$ cat src/rtl/link_tx_pattern_gen_if.sv
// -----------------------------------------------------------------------------
// link_tx_pattern_gen_if
//
// Purpose: bundles the control inputs and the generated link word stream of
// the link test-pattern transmitter so that the generator and whatever drives
// or consumes it share one connection.
//
// Parameters:
//   DW         link word width
//
// Signals:
//   iEn        generator enable; low = idle/hold
//   iMode[1:0] payload mode: 0 ramp, 1 PRBS7, 2 fixed, 3 walking-one
//   iFixed     payload word for the fixed mode
//   oD_Link    link word
//   oValid     oD_Link carries a generated word
//   oSof       high together with the frame marker word
//   oFrameCnt  frames sent, wraps
//   iErrInj    error-inject request  (LINK_TX_ERR_INJ_EN builds only)
//   oErrCnt    injected errors, wraps (LINK_TX_ERR_INJ_EN builds only)
//
// Modports:
//   master     the pattern generator itself
//   slave      the controller / consumer side
//
// Build option: define LINK_TX_ERR_INJ_EN to add the error-injection signals.
// -----------------------------------------------------------------------------
`timescale 1ns/1ps

interface link_tx_pattern_gen_if #(
    parameter int DW = 20
);
    logic          iEn;
    logic [1:0]    iMode;
    logic [DW-1:0] iFixed;
    logic [DW-1:0] oD_Link;
    logic          oValid;
    logic          oSof;
    logic [15:0]   oFrameCnt;
`ifdef LINK_TX_ERR_INJ_EN
    logic          iErrInj;
    logic [15:0]   oErrCnt;

    modport master (
        input  iEn, iMode, iFixed, iErrInj,
        output oD_Link, oValid, oSof, oFrameCnt, oErrCnt
    );

    modport slave (
        output iEn, iMode, iFixed, iErrInj,
        input  oD_Link, oValid, oSof, oFrameCnt, oErrCnt
    );
`else
    modport master (
        input  iEn, iMode, iFixed,
        output oD_Link, oValid, oSof, oFrameCnt
    );

    modport slave (
        output iEn, iMode, iFixed,
        input  oD_Link, oValid, oSof, oFrameCnt
    );
`endif
endinterface

$ cat src/rtl/link_tx_pattern_gen.sv
// -----------------------------------------------------------------------------
// link_tx_pattern_gen
//
// Purpose: parametrised link test-pattern transmitter for bring-up and BER
// checks. It emits a framed word stream towards the PCS serializer: every
// frame is PERIOD words long, begins with the MARKER word, and the remaining
// words carry a selectable payload (counter ramp, PRBS7, fixed word or
// walking-one).
//
// Parameters:
//   DW      link word width (>= 8)
//   PERIOD  words per frame, marker included (>= 2)
//   CW      frame position counter width, 2^CW >= PERIOD
//   SHIFT   left shift of the position in the ramp payload, CW+SHIFT <= DW
//   MARKER  frame marker word
//
// Ports:
//   iPclk   link parallel clock
//   iRst    synchronous active-high reset
//   link    link_tx_pattern_gen_if.master (enable, mode, fixed word in;
//           link word, valid, start-of-frame, frame count out; plus the
//           error-inject request and error count when enabled)
//
// Build option: define LINK_TX_ERR_INJ_EN to build the single-bit error
// injector (iErrInj / oErrCnt). Without it no injection logic exists and the
// stream equals the injector build with iErrInj held low.
// -----------------------------------------------------------------------------
`timescale 1ns/1ps

module link_tx_pattern_gen #(
    parameter int            DW     = 20,
    parameter int            PERIOD = 2000,
    parameter int            CW     = 12,
    parameter int            SHIFT  = 4,
    parameter logic [DW-1:0] MARKER = 20'hFFFFF
) (
    input  logic                  iPclk,
    input  logic                  iRst,
    link_tx_pattern_gen_if.master link
);

    // Payload modes as latched at the frame boundary.
    localparam logic [1:0] MODE_RAMP  = 2'd0;
    localparam logic [1:0] MODE_PRBS  = 2'd1;
    localparam logic [1:0] MODE_FIXED = 2'd2;
    localparam logic [1:0] MODE_WALK  = 2'd3;

    localparam int            WW        = $clog2(DW);
    localparam logic [CW-1:0] LAST_POS  = CW'(PERIOD - 1);
    localparam logic [WW-1:0] WALK_LAST = WW'(DW - 1);
    localparam logic [6:0]    LFSR_SEED = 7'h7F;
    localparam logic [DW-1:0] ONE_LSB   = {{(DW-1){1'b0}}, 1'b1};

    // Frame position, latched mode and payload generator state.
    logic [CW-1:0] pos;
    logic [1:0]    active_mode;
    logic [6:0]    lfsr;
    logic [WW-1:0] walk_pos;

    // Registered outputs.
    logic [DW-1:0] d_link;
    logic          valid;
    logic          sof;
    logic [15:0]   frame_cnt;

    // Combinational helpers.
    logic          is_marker;
    logic [CW-1:0] pos_next;
    logic [WW-1:0] walk_next;
    logic [DW-1:0] ramp_word;
    logic [DW-1:0] walk_word;
    logic [DW-1:0] prbs_word;
    logic [6:0]    lfsr_adv;
    logic [6:0]    prbs_state;
    logic          prbs_bit;
    logic [DW-1:0] payload;
    logic [DW-1:0] payload_out;

    assign is_marker = (pos == '0);
    assign pos_next  = (pos == LAST_POS) ? '0 : pos + CW'(1);

    // walk_pos tracks (pos-1) mod DW without a divider: it restarts at the
    // marker and steps once per payload word, wrapping at DW.
    assign walk_next = (walk_pos == WALK_LAST) ? '0 : walk_pos + WW'(1);

    assign ramp_word = DW'(pos) << SHIFT;
    assign walk_word = ONE_LSB << walk_pos;

    // PRBS7 (x^7 + x^6 + 1, Fibonacci) unrolled DW steps per word. Each step's
    // feedback bit is both the output bit and the bit shifted into the
    // register; the first bit produced lands in the word MSB.
    always_comb begin
        prbs_word  = '0;
        prbs_state = lfsr;
        prbs_bit   = 1'b0;
        for (int i = DW - 1; i >= 0; i--) begin
            prbs_bit     = prbs_state[6] ^ prbs_state[5];
            prbs_word[i] = prbs_bit;
            prbs_state   = {prbs_state[5:0], prbs_bit};
        end
        lfsr_adv = prbs_state;
    end

    // Payload selection uses the mode latched at the last marker, so a mode
    // change on iMode only shows up in the next frame.
    always_comb begin
        payload = ramp_word;
        case (active_mode)
            MODE_RAMP:  payload = ramp_word;
            MODE_PRBS:  payload = prbs_word;
            MODE_FIXED: payload = link.iFixed;
            MODE_WALK:  payload = walk_word;
            default:    payload = ramp_word;
        endcase
    end

`ifdef LINK_TX_ERR_INJ_EN
    logic        err_pending;
    logic [15:0] err_cnt;
    logic        inject_now;

    // A pending request is consumed by the next enabled payload word; marker
    // edges and idle edges leave it waiting.
    assign inject_now  = err_pending && link.iEn && !is_marker;
    assign payload_out = payload ^ {{(DW-1){1'b0}}, inject_now};

    // Requests arriving while one is already pending collapse into it. A
    // request on the very edge that consumes the pending flag is a fresh
    // request and re-arms the flag.
    always_ff @(posedge iPclk) begin
        if (iRst) begin
            err_pending <= 1'b0;
            err_cnt     <= '0;
        end else if (inject_now) begin
            err_pending <= link.iErrInj;
            err_cnt     <= err_cnt + 16'd1;
        end else if (link.iErrInj) begin
            err_pending <= 1'b1;
        end
    end

    assign link.oErrCnt = err_cnt;
`else
    assign payload_out = payload;
`endif

    // Main sequencer. Position 0 emits the marker, latches the mode and
    // reseeds the payload generators; all other positions emit payload. When
    // disabled the outputs go quiet while position, LFSR and frame count hold,
    // so re-enabling continues mid-frame.
    always_ff @(posedge iPclk) begin
        if (iRst) begin
            pos         <= '0;
            active_mode <= MODE_RAMP;
            lfsr        <= LFSR_SEED;
            walk_pos    <= '0;
            d_link      <= '0;
            valid       <= 1'b0;
            sof         <= 1'b0;
            frame_cnt   <= '0;
        end else if (link.iEn) begin
            pos   <= pos_next;
            valid <= 1'b1;
            if (is_marker) begin
                d_link      <= MARKER;
                sof         <= 1'b1;
                frame_cnt   <= frame_cnt + 16'd1;
                active_mode <= link.iMode;
                lfsr        <= LFSR_SEED;
                walk_pos    <= '0;
            end else begin
                d_link   <= payload_out;
                sof      <= 1'b0;
                lfsr     <= lfsr_adv;
                walk_pos <= walk_next;
            end
        end else begin
            d_link <= '0;
            valid  <= 1'b0;
            sof    <= 1'b0;
        end
    end

    assign link.oD_Link   = d_link;
    assign link.oValid    = valid;
    assign link.oSof      = sof;
    assign link.oFrameCnt = frame_cnt;

endmodule

$ cat src/flat_wrapper.sv
// flat-port wrapper written by rule: the top's interface ports become plain ports
module link_tx_pattern_gen_flat 
#(
    parameter int            DW     = 20,
    parameter int            PERIOD = 2000,
    parameter int            CW     = 12,
    parameter int            SHIFT  = 4,
    parameter logic [DW-1:0] MARKER = 20'hFFFFF
)
  (iPclk, iRst, link_iEn, link_iMode, link_iFixed, link_oD_Link, link_oValid, link_oSof, link_oFrameCnt);
  link_tx_pattern_gen_if #(.DW(DW)) link_i ();
  input  logic iPclk;
  input  logic iRst;
  input wire logic [$bits(link_i.iEn)-1:0] link_iEn;
  input wire logic [$bits(link_i.iMode)-1:0] link_iMode;
  input wire logic [$bits(link_i.iFixed)-1:0] link_iFixed;
  output wire logic [$bits(link_i.oD_Link)-1:0] link_oD_Link;
  output wire logic [$bits(link_i.oValid)-1:0] link_oValid;
  output wire logic [$bits(link_i.oSof)-1:0] link_oSof;
  output wire logic [$bits(link_i.oFrameCnt)-1:0] link_oFrameCnt;
  assign link_i.iEn = link_iEn;
  assign link_i.iMode = link_iMode;
  assign link_i.iFixed = link_iFixed;
  assign link_oD_Link = link_i.oD_Link;
  assign link_oValid = link_i.oValid;
  assign link_oSof = link_i.oSof;
  assign link_oFrameCnt = link_i.oFrameCnt;
  link_tx_pattern_gen #(.DW(DW), .PERIOD(PERIOD), .CW(CW), .SHIFT(SHIFT), .MARKER(MARKER)) u_core (.iPclk(iPclk), .iRst(iRst), .link(link_i));
endmodule
$ cat config.mk
export PLATFORM = sky130hd
export DESIGN_NAME = link_tx_pattern_gen_flat
export DESIGN_NICKNAME = d
export VERILOG_FILES = /design/src/rtl/link_tx_pattern_gen_if.sv /design/src/rtl/link_tx_pattern_gen.sv /design/src/flat_wrapper.sv
export SDC_FILE = /design/constraint.sdc
export NUM_CORES = 1
export LEC_CHECK = 0
export ABC_AREA = 1
export CAP_MARGIN = 5
export CORE_ASPECT_RATIO = 1.4
export CORE_MARGIN = 4
export CORE_UTILIZATION = 48
export CTS_CLUSTER_SIZE = 10
export DETAILED_ROUTE_END_ITERATION = 8
export PLACE_DENSITY_LB_ADDON = 0.08
export RECOVER_POWER = 25
export SYNTH_ARGS = -nofsm -noshare
export SYNTH_HDL_FRONTEND = slang
export SYNTH_SLANG_ARGS = --single-unit
$ cat constraint.sdc
create_clock -name iPclk -period 1.5 [get_ports iPclk]
set_clock_uncertainty 0.15 [all_clocks]
set_input_delay 0.3 -clock iPclk [delete_from_list [all_inputs] [get_ports iPclk]]
set_output_delay 0.3 -clock iPclk [all_outputs]
set_load 0.005 [all_outputs]
==> impl_metrics.json, run 1 <==
{
  "io_pins": 63,
  "drc_errors": 0,
  "die_h_um": 111.7,
  "use_met2_pct": 47.71,
  "slew_violations": 0,
  "busiest_layer": "met2",
  "fin_nets": 743,
  "io_buffers": 62,
  "syn_inst": 566,
  "ff2ff_setup_slack_ns": -0.11,
  "hpwl_um": 8645,
  "worstPathRequired_ns": 1.57,
  "endpoint": "u_core.link.oFrameCnt[5]",
  "clockBufferDepth": 2,
  "grt_util_all_layers_pct": 27.22,
  "hold_path.class": "reg -> reg",
  "die_w_um": 82.04,
  "min-delay-start": "u_core.link.oFrameCnt[15]",
  "vias_per_cell": 5.345,
  "worstSetupStartpoint": "u_core.pos[0]",
  "p_leak_nw": 2.690,
  "power_w": 0.004803,
  "ys_types": 37,
  "reg2reg_depth": 9,
  "clk_pin_slew_ns": 0.07,
  "cap_violations": 0,
  "grt_pass1_vias": 4126,
  "ys_seq_area_share_pct": 34.78,
  "syn-num-nets": 600,
  "htree_levels": 3,
  "worstPathArrival_ns": 1.68,
  "final_cell_mix": "155 x nand2_1, 71 x buf_4, 47 x nor2_1",
  "antenna_found_initial": 0,
  "crit_fanout": 6,
  "cts_made_buffers": 9,
  "use_met1_pct": 31.24,
  "cp-start-kind": "flip-flop",
  "grt_pass1_wl_um": 19260,
  "root_buffer": "clkbuf_8",
  "use_met3_pct": 5.502,
  "gp_congestion": 0.8676,
  "fmax_ghz": 0.6228,
  "status": "finished with violations",
  "period_needed_ns": 1.606,
  "grt_overflow_total": 0,
  "drt-initial-drc-count": 269,
  "violations": "negative setup slack",
  "netlist_area_um2": 3684,
  "final_common_cell": "nand2_1",
  "path_class": "reg -> reg",
  "slew_headroom_pct": 74.21,
  "peakVddDrop_uv": 577.9,
  "setup_viol": 41,
  "grt_start_max_net_pins": 30,
  "synth_seq_cells": 64,
  "dp_slack_ns": -0.5007,
  "num_vias": 4335,
  "area_delta_synth_final_pct": 58.46,
  "clkLatencyLatePin_ns": 0.35,
  "stdcell_area_um2": 5837,
  "rows": 37,
  "ys_warn_count": 0,
  "powerDensity_nw_per_um2": 822.8,
  "timing.rr.end": "u_core.link.oFrameCnt[5]",
  "start_util_pct": 49.73,
  "die-area_um2": 9159,
  "layout-drive-gt1-share_pct": 35.57,
  "cp-end-kind": "flip-flop",
  "first_pass_iters": 5,
  "routed_wl_um": 13100,
  "syn_area_per_cell_um2": 6.508,
  "postPlaceCellArea_um2": 4856,
  "finalWorstSetupSlack_ns": -0.1057,
  "worstMarginPinSlew_ns": 0.3868,
  "min_period_over_period_pct": 107.0,
  "routedWlPerCell_um": 16.15,
  "n_antenna_cell": 0,
  "r2r_start": "u_core.pos[0]",
  "hold_viol": 0,
  "core_um2": 7407,
  "cts_sinks": 64,
  "rsz0062_at_grt": "true",
  "drtAntennaViolNets": 0,
  "cts_tree": "done"
}
[worst max-delay path: stages (launching register included)]
cell and delay (ns):
dfxtp_2 0.33, inv_2 0.08, ha_4 0.16, nand3_4 0.08
nor2_4 0.13, nand3_4 0.13, buf_6 0.16, buf_8 0.12
nand2_1 0.07, a21oi_1 0.07
[cells in the mapped netlist]
library cell / n / share of area, %
clkbuf_1: 7 / 0.71
buf_6: 1 / 0.31
buf_2: 7 / 0.95
a211oi_1: 1 / 0.20
a21oi_2: 1 / 0.24
xor2_1: 13 / 3.1
inv_2: 2 / 0.20
a31oi_1: 1 / 0.17
buf_4: 3 / 0.61
a22oi_1: 2 / 0.41
inv_1: 49 / 5.0
buf_8: 1 / 0.41
o21ai_0: 21 / 2.9
nor2_4: 1 / 0.31
nor3_1: 2 / 0.27
o211ai_1: 3 / 0.61
a41oi_1: 4 / 0.95
nor2_8: 1 / 0.54
and2_1: 2 / 0.34
nand2_1: 197 / 20
nor2_2: 1 / 0.17
xnor2_1: 7 / 1.7
nand3_2: 1 / 0.27
nor3b_1: 1 / 0.20
a21oi_1: 52 / 7.1
o211a_1: 1 / 0.27
nand4_1: 5 / 0.85
o21a_1: 1 / 0.20
ha_1: 9 / 3.1
nand2b_1: 1 / 0.17
nor2_1: 55 / 5.6
nor3_2: 1 / 0.27
inv_6: 1 / 0.24
dfxtp_1: 64 / 35
nand3_1: 44 / 6.0
o2bb2ai_1: 2 / 0.48
nand3_4: 1 / 0.48
[power by group]
group          total (W)  switching, W  internal (W)
logic            0.00143      0.000786      0.000643
clock network    0.00152      0.000670      0.000854
registers        0.00185     0.0000704       0.00178
[metrics by stage]
step | util [%] | TNS [ns] | cells | hold WS (ns)
6_report | 78.80 | -1.930 | 811 | 0.3419
4_1_cts | 72.84 | -1.484 | 805 | 0.3446
2_1_floorplan | - | -0.0007317 | 566 | 0.2927
3_5_place_dp | 65.56 | -18.05 | 774 | 0.3381
5_1_grt | 78.80 | -6.101 | 811 | 0.3586
3_3_place_gp | 65.56 | -14.63 | 774 | 0.3446
[layout make-up]
cell class | instances | area (µm²)
timing repair inverter | 3 | 33.78
tap | 97 | 121.4
clock buffer | 13 | 158.9
multi-input combinational | 431 | 2580
clock inverter | 3 | 40.04
sequential | 64 | 1355
fill | 510 | 1570
inverter | 52 | 220.2
timing repair buffer | 148 | 1328
[cell families after synthesis]
logic type               Yosys count  synth area share [%]
buffers and inverters             71                 8.424
XOR/XNOR                          20                 4.755
AND/OR/NAND/NOR                  313                 35.53
adder cells (fa/ha/maj)            9                 3.057
flip-flops                        64                 34.78
AO/OA/AOI/OAI                     89                 13.45
[worst min-delay path by stage]
stage                                      to  slack (ns)  depth (start not counted)
floorplan               u_core.active_mode[1]        0.29                          2
global placement    u_core.link.oFrameCnt[15]        0.34                          2
detailed placement  u_core.link.oFrameCnt[15]        0.34                          2
CTS                 u_core.link.oFrameCnt[15]        0.34                          2
global route        u_core.link.oFrameCnt[15]        0.36                          2
finish              u_core.link.oFrameCnt[15]        0.34                          2
[per-layer routing]
| metal | vias to the layer above | part of all wire [%] |
|---|---|---|
| met5 | - | 0 |
| met4 | 0 | 3.8 |
| met3 | 40 | 5.0 |
| met2 | 161 | 52 |
| met1 | 2023 | 40 |
| li1 | 2111 | - |
[repair_timing]
action,4_1_cts,5_1_grt
resized for setup,136,121
pin swaps,21,34
buffers inserted,11,7
hold buffers,0,0
setup endpoints to repair,95,58
gates cloned,4,0
[flip-flops by register name (all words and copies together), names as in the netlist]
register	flops
u_core.pos	12
u_core.link.oD_Link	20
u_core.link.oValid	1
u_core.lfsr	7
u_core.active_mode	2
u_core.link.oSof	1
u_core.walk_pos	5
u_core.link.oFrameCnt	16
No activity file was read; power rests on OpenSTA's default activity.
==> inputs of run 2 (changes only) <==
clock period = 1.4 ns   (was 1.5 ns; I/O delays follow)
==> run 2 against run 1 <==
Against the previous run: the run still ends with negative setup slack left; clock power rose by 19%; core utilization grew 14 points; non-clock buffer count is 58 higher; sequential power is 8% higher; critical path type unchanged; critical endpoint is now u_core.link.oFrameCnt[13]; largest cell class unchanged; largest power group is now combinational logic; highest routed layer unchanged.
==> impl_metrics.json, run 2 (synthesis results as in run 1) <==
{
  "drt-initial-drc-count": 766,
  "die_w_um": 82.04,
  "n_antenna_cell": 0,
  "clkLatencyLatePin_ns": 0.39,
  "dp_cells": 806,
  "io_pins": 63,
  "cts_sinks": 64,
  "peakVddDrop_uv": 658.4,
  "slew_headroom_pct": 71.10,
  "routed_wl_um": 21050,
  "rows": 37,
  "violations": "negative setup slack",
  "status": "finished with violations",
  "grt_start_max_net_pins": 31,
  "hpwl_um": 8887,
  "layout-drive-gt1-share_pct": 54.73,
  "htree_levels": 3,
  "slew_violations": 0,
  "clockBufferDepth": 2,
  "area_delta_synth_final_pct": 85.77,
  "cp_cell_sequence": "buf_4, nand2_1, nor2_1, nand2_1, o21ai_0, nand2_1, nand2_1, a21oi_2",
  "drtAntennaViolNets": 0,
  "grt_pass1_wl_um": 24030,
  "setup_viol": 67,
  "min_period_over_period_pct": 145.4,
  "grt_util_all_layers_pct": 34.29,
  "worstMarginPinSlew_ns": 0.4334,
  "dp_slack_ns": -0.4327,
  "cts_made_buffers": 9,
  "fmax_ghz": 0.4911,
  "drc_errors": 0,
  "core_um2": 7407,
  "grt_overflow_total": 0,
  "powerDensity_nw_per_um2": 887.5,
  "clk_pin_slew_ns": 0.10,
  "path_common_cell": "nand2_1",
  "crit_fanout": 4,
  "rsz0062_at_grt": "true",
  "hold_path.class": "in -> reg",
  "die_h_um": 111.7,
  "cpMaxStageDelayCell": "o21ai_0",
  "finalWorstSetupSlack_ns": -0.6363,
  "vias_per_cell": 6.303,
  "final_util_pct": 92.38,
  "io_buffers": 62,
  "final_cell_mix": "113 x buf_4, 107 x nand2_1, 58 x nand2_2",
  "worstPathArrival_ns": 2.14,
  "period_needed_ns": 2.036,
  "ff2ff_setup_slack_ns": -0.64,
  "cp-start-kind": "flip-flop",
  "cp-end-kind": "flip-flop",
  "path_delay_family": "simple AND/OR/NAND/NOR gates",
  "largest_reg_flops": 20,
  "fin_cells": 868,
  "cap_violations": 0,
  "fin_nets": 800,
  "grt_pass1_vias": 4953,
  "root_buffer": "clkbuf_8",
  "cts_tree": "done",
  "cpPeakStageDelay_ns": 0.41,
  "hold_viol": 0,
  "first_pass_iters": 7,
  "final_common_cell": "buf_4",
  "gp_congestion": 0.9336,
  "antenna_found_initial": 0,
  "routedWlPerCell_um": 24.26,
  "start_util_pct": 49.73,
  "die-area_um2": 9159,
  "crit_buf_inv": 1,
  "worstPathRequired_ns": 1.50,
  "num_vias": 5471,
  "path_class": "reg -> reg",
  "p_leak_nw": 3.064
}
[run 2: cell type report]
type / count / area (µm²)
Multi-Input combinational cell: 431 / 3093
Timing Repair Buffer: 206 / 1792
Sequential cell: 64 / 1375
Fill cell: 272 / 564.3
Inverter: 52 / 236.5
Clock buffer: 12 / 155.1
Tap cell: 97 / 121.4
Clock inverter: 4 / 52.55
Timing Repair inverter: 2 / 17.52
[run 2: final timing paths]
kind / startpoint / endpoint / depth (start not counted)
setup / recovery: u_core.link.oFrameCnt[3] / u_core.link.oFrameCnt[13] / 8
hold / removal: link_iMode[1] / u_core.active_mode[1] / 3
setup reg to reg: u_core.link.oFrameCnt[3] / u_core.link.oFrameCnt[13] / 8
hold reg to reg: u_core.pos[6] / u_core.pos[6] / 2
[run 2: power by group]
part	total [W]	switching, W	internal (W)
registers	0.00200	0.000102	0.00190
clock network	0.00181	0.000889	0.000925
logic	0.00226	0.00127	0.000987
[run 2: worst reg2reg max path: cells and delay by family (launching register included)]
kind / cells / cell delay (ns)
buf+inv: 1 / 0.13
flops: 1 / 0.36
compound gates: 2 / 0.47
simple gates: 5 / 0.78
[run 2: per-layer routing]
metal	up-vias	wire, µm	global-route usage [%]
li1	2229	-	-
met1	2436	6812	36.57
met2	566	9643	60.28
met3	240	2337	6.149
met4	0	2261	20.95
met5	-	0	0
[run 2: timing repair]
action                     in CTS  in global routing
hold buffers                    0                  0
setup endpoints to repair      98                 74
cloned                          3                  0
pin swaps                      51                 58
resized for setup             268                169
setup buffers                  28                 19
[run 2: metrics by stage]
stage | hold WS, ns | instance area [µm²] | TNS [ns] | power (W)
2_1_floorplan | 0.2727 | 3716 | -0.6120 | 0.002642
3_3_place_gp | 0.3361 | 5114 | -18.37 | 0.003351
3_5_place_dp | 0.3446 | 5114 | -19.75 | 0.003362
4_1_cts | 0.3254 | 6254 | -5.114 | 0.005442
5_1_grt | 0.3682 | 6843 | -15.71 | 0.006223
6_report | 0.3312 | 6843 | -12.53 | 0.006073
==> inputs of run 3 (changes only) <==
CAP_MARGIN = not set   (was 5)
clock period = 1.7 ns   (was 1.4 ns; I/O delays follow)
==> run 3 against run 2 <==
Against the previous run: the run now ends clean; sequential cell count stayed put; worst setup slack gained 0.68 ns; combinational power decreased by 58%; worst hold slack better by 0.0045 ns; clock power decreased by 25%; non-clock buffer count shrank 103; count of clock-buffer cells in the layout stayed put; total power shrank 35%; register-to-register slack gained 0.68 ns; cell count decreased by 12%; first-iteration DRC count fell by 77%.
==> impl_metrics.json, run 3 (synthesis results as in run 1) <==
{
  "worstPathRequired_ns": 1.21,
  "first_pass_iters": 5,
  "min_period_over_period_pct": 97.35,
  "clockBufferDepth": 2,
  "routedWlPerCell_um": 14.62,
  "n_antenna_cell": 0,
  "die-area_um2": 9159,
  "grt_start_max_net_pins": 31,
  "worstPathArrival_ns": 1.16,
  "slew_headroom_pct": 73.37,
  "start_util_pct": 49.73,
  "clkLatencyLatePin_ns": 0.35,
  "cap_violations": 0,
  "setup_viol": 0,
  "cp_cell_sequence": "clkdlybuf4s50_1",
  "htree_levels": 3,
  "worstMarginPinSlew_ns": 0.3965,
  "gp_congestion": 0.9180,
  "nFillCells": 682,
  "drc_errors": 0,
  "crit_fanout": 2,
  "p_leak_nw": 2.283,
  "grt_pass1_wl_um": 18130,
  "hold_viol": 0,
  "cts_tree": "done",
  "fmax_ghz": 0.6043,
  "root_buffer": "clkbuf_8",
  "drtAntennaViolNets": 0,
  "io_buffers": 62,
  "grt_pass1_vias": 3845,
  "cpPeakStageDelay_ns": 0.50,
  "cts_made_buffers": 9,
  "hold_path.class": "reg -> reg",
  "die_w_um": 82.04,
  "cp-start-kind": "flip-flop",
  "cpMaxStageDelayCell": "clkdlybuf4s50_1",
  "hpwl_um": 8402,
  "slew_violations": 0,
  "rows": 37,
  "final_util_pct": 67.64,
  "rsz0062_at_grt": "true",
  "cts_sinks": 64,
  "power_w": 0.003931,
  "crit_buf_inv": 1,
  "status": "completed",
  "holdWs_ns": 0.3357,
  "path_class": "reg -> out",
  "path_delay_family": "buffers and inverters",
  "core_um2": 7407,
  "area_delta_synth_final_pct": 36.01,
  "routed_wl_um": 11160,
  "cts_hold_buf": 0,
  "multi_input_area_um2": 2153,
  "peakVddDrop_uv": 565.1,
  "drt-initial-drc-count": 176,
  "grt_overflow_total": 0,
  "die_h_um": 111.7,
  "io_pins": 63,
  "final_common_cell": "nand2_1",
  "layout-drive-gt1-share_pct": 15.47,
  "period_needed_ns": 1.655,
  "num_vias": 3992,
  "seqCellArea_um2": 1334,
  "fin_nets": 696,
  "vias_per_cell": 5.232,
  "powerDensity_nw_per_um2": 784.6,
  "clk_pin_slew_ns": 0.06,
  "grt_util_all_layers_pct": 25.42,
  "final_cell_mix": "194 x nand2_1, 53 x nor2_1, 50 x a21oi_1",
  "cp-end-kind": "output port",
  "antenna_found_initial": 0,
  "largest_reg_flops": 20
}
## run 3: cell types whose count changed in the layout (fill, tap and decap cells not counted), sizes merged, moves of 6 or more
cell / delta
clkbuf: -6
buf: -104
clkdlybuf4s50: +16
clkdlybuf4s25: +7
dlygate4sd2: -14
clkdlybuf4s15: -7
## run 3: power breakdown
group,total [W],internal (W),switching (W)
combinational,0.000950,0.000399,0.000551
sequential,0.00162,0.00157,0.0000583
clock,0.00136,0.000784,0.000573
total,0.00393,0.00275,0.00118
## run 3: routing by layer
layer	wire [µm]	up-vias	GRT usage (%)	part of all wire, %
met1	4591	1829	29.88	41
li1	-	2006	-	-
met2	5529	130	43.28	50
met3	625	27	4.531	5.6
met5	0	-	0	0
met4	410	0	12.31	3.7
## run 3: worst paths after layout
path                             startpoint                        end  slack, ns  depth (start not counted)
hold / removal    u_core.link.oFrameCnt[15]  u_core.link.oFrameCnt[15]       0.34                          2
setup / recovery   u_core.link.oFrameCnt[6]          link_oFrameCnt[6]       0.05                          1
hold reg to reg   u_core.link.oFrameCnt[15]  u_core.link.oFrameCnt[15]       0.34                          2
setup reg to reg              u_core.pos[5]   u_core.link.oFrameCnt[1]       0.05                          7
## run 3: timing repair
| item | 4_1_cts | 5_1_grt |
|---|---|---|
| gates cloned | 0 | 2 |
| setup endpoints to repair | 16 | 54 |
| gates resized for setup | 35 | 42 |
| pin swaps | 0 | 3 |
| endpoints found under the hold margin | 0 | 0 |
| setup buffers | 7 | 1 |
## run 3: area by class of cell
cell class                 instances  area share (%)
inverter                          52           4.146
clock buffer                      12           3.297
multi-input combinational        431           42.98
tap                               97           2.423
sequential                        64           26.62
clock inverter                     3          0.7992
timing repair inverter             1          0.1748
timing repair buffer             103           19.56
## run 3: through the flow
| stage | TNS, ns | cells | worst slack [ns] | area (µm²) |
|---|---|---|---|---|
| finish | 0 | 763 | 0.04513 | 5010 |
| global route | -0.02779 | 763 | -0.008330 | 5010 |
| CTS | 0 | 760 | 0.001660 | 4866 |
| detailed placement | -6.986 | 738 | -0.3134 | 4581 |
| global placement | -5.701 | 738 | -0.2474 | 4581 |
| floorplan | 0 | 566 | 0.1641 | 3684 |
## run 3: worst register-to-register path, cell delays in order (launching register included)
cell,delay [ns]
dfxtp_1,0.43
nor2_8,0.15
nand3_2,0.09
nor2_4,0.16
nand3_4,0.20
clkbuf_16,0.23
nand2_1,0.05
a21oi_1,0.06
